<file path="src/rtl/fifo_stream_reader.sv">
// Read-side drain engine for synchronous_fifo: prefetches into a small ring buffer
// and presents words on a valid/ready stream. Optional FIFO_READER_COUNT_EN adds word_count.
module fifo_stream_reader #(
  parameter int DATA_WIDTH = 32,
  parameter int BUF_DEPTH  = 3
) (
  input  logic                  clk,
  input  logic                  rst_n,
  output logic                  fifo_r_en,
  input  logic [DATA_WIDTH-1:0] fifo_data_out,
  input  logic                  fifo_empty,
  output logic                  m_valid,
  input  logic                  m_ready,
  output logic [DATA_WIDTH-1:0] m_data,
  input  logic                  flush,
  output logic                  busy
`ifdef FIFO_READER_COUNT_EN
  ,
  output logic [31:0]           word_count
`endif
);

  localparam int PTR_W = $clog2(BUF_DEPTH);
  localparam int OCC_W = $clog2(BUF_DEPTH + 1);
  localparam logic [OCC_W:0]   DEPTH_L  = (OCC_W + 1)'(BUF_DEPTH);
  localparam logic [PTR_W-1:0] LAST_PTR = PTR_W'(BUF_DEPTH - 1);

  logic [DATA_WIDTH-1:0] buffer [BUF_DEPTH];
  logic [OCC_W-1:0]      occ;
  logic                  inflight;
  logic [PTR_W-1:0]      rd_ptr;
  logic [PTR_W-1:0]      wr_ptr;
  logic [OCC_W:0]        pending;
  logic                  capture;
  logic                  pop;

  function automatic logic [PTR_W-1:0] next_ptr(input logic [PTR_W-1:0] p);
    return (p == LAST_PTR) ? '0 : p + PTR_W'(1);
  endfunction

  // Issue counts the in-flight word as occupied so the returning data always has a slot.
  always_comb begin
    pending   = {1'b0, occ} + {{OCC_W{1'b0}}, inflight};
    fifo_r_en = rst_n && !fifo_empty && !flush && (pending < DEPTH_L);
    m_valid   = (occ != '0) && !flush;
    pop       = m_valid && m_ready;
    capture   = inflight && !flush;
    busy      = (occ != '0) || inflight;
    m_data    = buffer[rd_ptr];
  end

  always_ff @(posedge clk or negedge rst_n) begin
    if (!rst_n) begin
      occ      <= '0;
      inflight <= 1'b0;
      rd_ptr   <= '0;
      wr_ptr   <= '0;
      for (int unsigned i = 0; i < BUF_DEPTH; i++) begin
        buffer[i] <= '0;
      end
    end else if (flush) begin
      occ      <= '0;
      inflight <= 1'b0;
      rd_ptr   <= '0;
      wr_ptr   <= '0;
    end else begin
      inflight <= fifo_r_en;
      if (capture) begin
        buffer[wr_ptr] <= fifo_data_out;
        wr_ptr         <= next_ptr(wr_ptr);
      end
      if (pop) begin
        rd_ptr <= next_ptr(rd_ptr);
      end
      case ({capture, pop})
        2'b10:   occ <= occ + OCC_W'(1);
        2'b01:   occ <= occ - OCC_W'(1);
        default: occ <= occ;
      endcase
    end
  end

`ifdef FIFO_READER_COUNT_EN
  always_ff @(posedge clk or negedge rst_n) begin
    if (!rst_n) begin
      word_count <= '0;
    end else if (pop) begin
      word_count <= word_count + 32'd1;
    end
  end
`endif

endmodule
</file>
<file path="config.mk">
export PLATFORM = sky130hd
export DESIGN_NAME = fifo_stream_reader
export DESIGN_NICKNAME = d
export VERILOG_FILES = /design/src/rtl/fifo_stream_reader.sv
export SDC_FILE = /design/constraint.sdc
export NUM_CORES = 1
export LEC_CHECK = 0
export CORE_MARGIN = 2
export CORE_UTILIZATION = 45
export DETAILED_ROUTE_END_ITERATION = 10
export PLACE_DENSITY = 0.69
export SETUP_SLACK_MARGIN = 0.2
export SLEW_MARGIN = 20
export SYNTH_ARGS = -nofsm -noshare
export SYNTH_HDL_FRONTEND = slang
export SYNTH_SLANG_ARGS = --single-unit
</file>
<file path="constraint.sdc">
create_clock -name clk -period 5.28 [get_ports clk]
set_input_delay 0.792 -clock clk [delete_from_list [all_inputs] [get_ports clk]]
set_output_delay 0.792 -clock clk [all_outputs]
set_load 0.1 [all_outputs]
</file>
==> results.toml <==
[die]
die_area_um2 = 11200
start_util_pct = 45.8
std_cell_rows = 37
core-area_um2 = 10200
die_y_um = 106
die_w_um = 106
ioPinCount = 72

[routing]
drc = 0
drtAntennaViolNets = 0
routedWlPerCell_um = 16.6
wl_um = 9320
vias_per_cell = 5.15
first_iter_violations = 93
num_vias = 2890
dr.pass1.iters = 4

[placement]
hpwlAfterDp_um = 5760
place_ws_ns = 1.83
portBuffers = 71
gp_congestion = 0.723

[critical_path]
endpoint_kind = "primary output"
crit_path_end = "m_valid"
r2r-start = "inflight"
rrSetupSlack_ns = 3.45
crit_arrival_ns = 2.66
startpoint = "flush"
timing.rr.end = "buffer[39]"
crit_path_start_kind = "primary input"
crit_type = "in -> out"
cp_max_fo = 9
ff2ff_path_depth = 4
required_ns = 4.49

[cts]
clockRootBuffer = "clkbuf_8"
clock-sinks = 103
cts_made_buffers = 9
cts_tree = "yes"
clockBufferDepth = 2
clkTransAtPathRegs_ns = 0.09
cts_max_level = 3
clkLatencyLatePin_ns = 0.36
holdBufCountCts = 0
ctsResizeCount = 0
cts_setup_buffers = 0

[finish]
fin_nets = 459
final_layout_size_suffix_gt1_share_pct = 37.2
antennaDiodeCount = 0
area_delta_synth_final_pct = 20.5
fin_util_pct = 55.2

[synthesis]
yosysSeqAreaShare_pct = 55.2
avgSynthCellArea_um2 = 13.2
synth_warnings = 0
async_flop_share_pct = 100
synth_edf_count = 0
syn-num-nets = 392
ys.flop_type = "dfrtp_1"
synthesis.area_um2 = 4670
ys_seq_elements = 103
syn_inst = 353
synthDistinctLibCells = 26

[timing]
layout_setup_ws_ns = 1.83
slew_violations = 0
finalCritPeriodShare_pct = 65.3
max_freq_ghz = 0.290
rsz0062_at_grt = "false"
hold_slack_ns = 0.451
worst_clock_skew_ns = 0.00645
hold_violations = 0
setup_viol = 0
max_slew.worst_pin.slew_ns = 0.965
period_needed_ns = 3.45
relSlewSlack_pct = 35.5
fin_tns_setup_ns = 0

[global_route]
antenna_found_initial = 0
grt_max_degree = 55
grt_pass1_vias = 3104
track_usage_pct = 17.8
gr-total-overflow = 0
grt_pass1_wl_um = 15600

[pwr]
fin_total_pwr_uw = 2380
leakagePower_uw = 0.00247
ir_drop_v = 0.000238
power.density_nw_per_um2 = 424

[outcome]
status = "finished, final reports clean"

[run]
drv_cap = 0

[min_path]
worstHoldPathType = "in -> async"
## cell usage in the layout (no fill, tap or decap), types with 2 or more instances in the layout
master / netlist / layout
nor3b_4: 2 / 2
o21ai_0: 34 / 34
dfrtp_1: 103 / 102
clkbuf_8: 0 / 10
nand2b_1: 2 / 2
clkdlybuf4s50_1: 0 / 37
ha_1: 2 / 2
a21oi_1: 6 / 6
mux2_2: 94 / 94
clkinvlp_4: 0 / 2
mux2i_1: 33 / 33
mux2_1: 2 / 2
nand2_1: 34 / 34
buf_4: 6 / 41
or3_1: 2 / 2
bufinv_16: 0 / 3
nor2_1: 6 / 6
## worst min path at each step
stage | slack, ns | startpoint | cells after the start | end
floorplan | 0.46 | buffer[70] | 1 | buffer[70]
global placement | 0.47 | buffer[29] | 1 | buffer[29]
detailed placement | 0.48 | buffer[70] | 1 | buffer[70]
CTS | 0.48 | rst_n | 1 | occ[0]
global route | 0.49 | rst_n | 1 | occ[1]
finish | 0.45 | rst_n | 1 | occ[0]
## sequential cells by signal, indices dropped and copies added, names as in the netlist
register  cells
buffer       96
inflight      1
occ           2
rd_ptr        2
wr_ptr        2
## metal layers
metal	wire length, um	GRT usage [%]
met3	423	4.45
met1	4410	24.0
met5	0	0
met4	87	5.26
met2	4390	28.8
## cell type report
| cell class | instances | area (um^2) |
|---|---|---|
| sequential | 103 | 2580 |
| timing repair buffer | 78 | 678 |
| tap | 136 | 170 |
| multi-input combinational | 228 | 1950 |
| clock buffer | 11 | 141 |
| clock inverter | 5 | 105 |
| fill | 884 | 4560 |
## through the flow
stage | instance area (um^2) | instances
global placement | 5380 | 545
CTS | 5620 | 561
floorplan | 4670 | 353
global route | 5620 | 561
detailed placement | 5380 | 545
finish | 5620 | 561
## cells by family (layout without fill, tap and decap cells)
group                    count (synthesis)  count (layout)  share of synthesized area [%]
multiplexers                           129             129                           30.2
flip-flops                             103             103                           55.2
AND/OR/NAND/NOR                         56              56                           6.49
AO/OA/AOI/OAI                           41              41                           4.45
buffers and inverters                   22              94                           3.03
adder cells (fa/ha/maj)                  2               2                          0.536
## worst max-delay path, stage by stage
cell,delay (ns)
clkdlybuf4s50_1,0.56
nor2_1,0.16
clkdlybuf4s50_1,1.14
## synthesized netlist by cell type (all sizes together), types with 2 or more instances
| library cell | instances | area, um^2 |
|---|---|---|
| clkbuf | 7 | 26.3 |
| mux2i | 33 | 330 |
| dfrtp | 103 | 2580 |
| nor2 | 6 | 22.5 |
| mux2 | 96 | 1080 |
| buf | 15 | 115 |
| or3 | 2 | 12.5 |
| nand2 | 34 | 128 |
| nor3b | 2 | 37.5 |
| ha | 2 | 25.0 |
| a21oi | 6 | 30.0 |
| nand2b | 3 | 26.3 |
| nor2b | 2 | 12.5 |
| o21ai | 34 | 170 |
## report_power, final
part | internal [uW] | switching, uW
sequential | 895 | 52.4
clock | 328 | 271
combinational | 222 | 613
No activity file was read; power rests on OpenSTA's default activity.
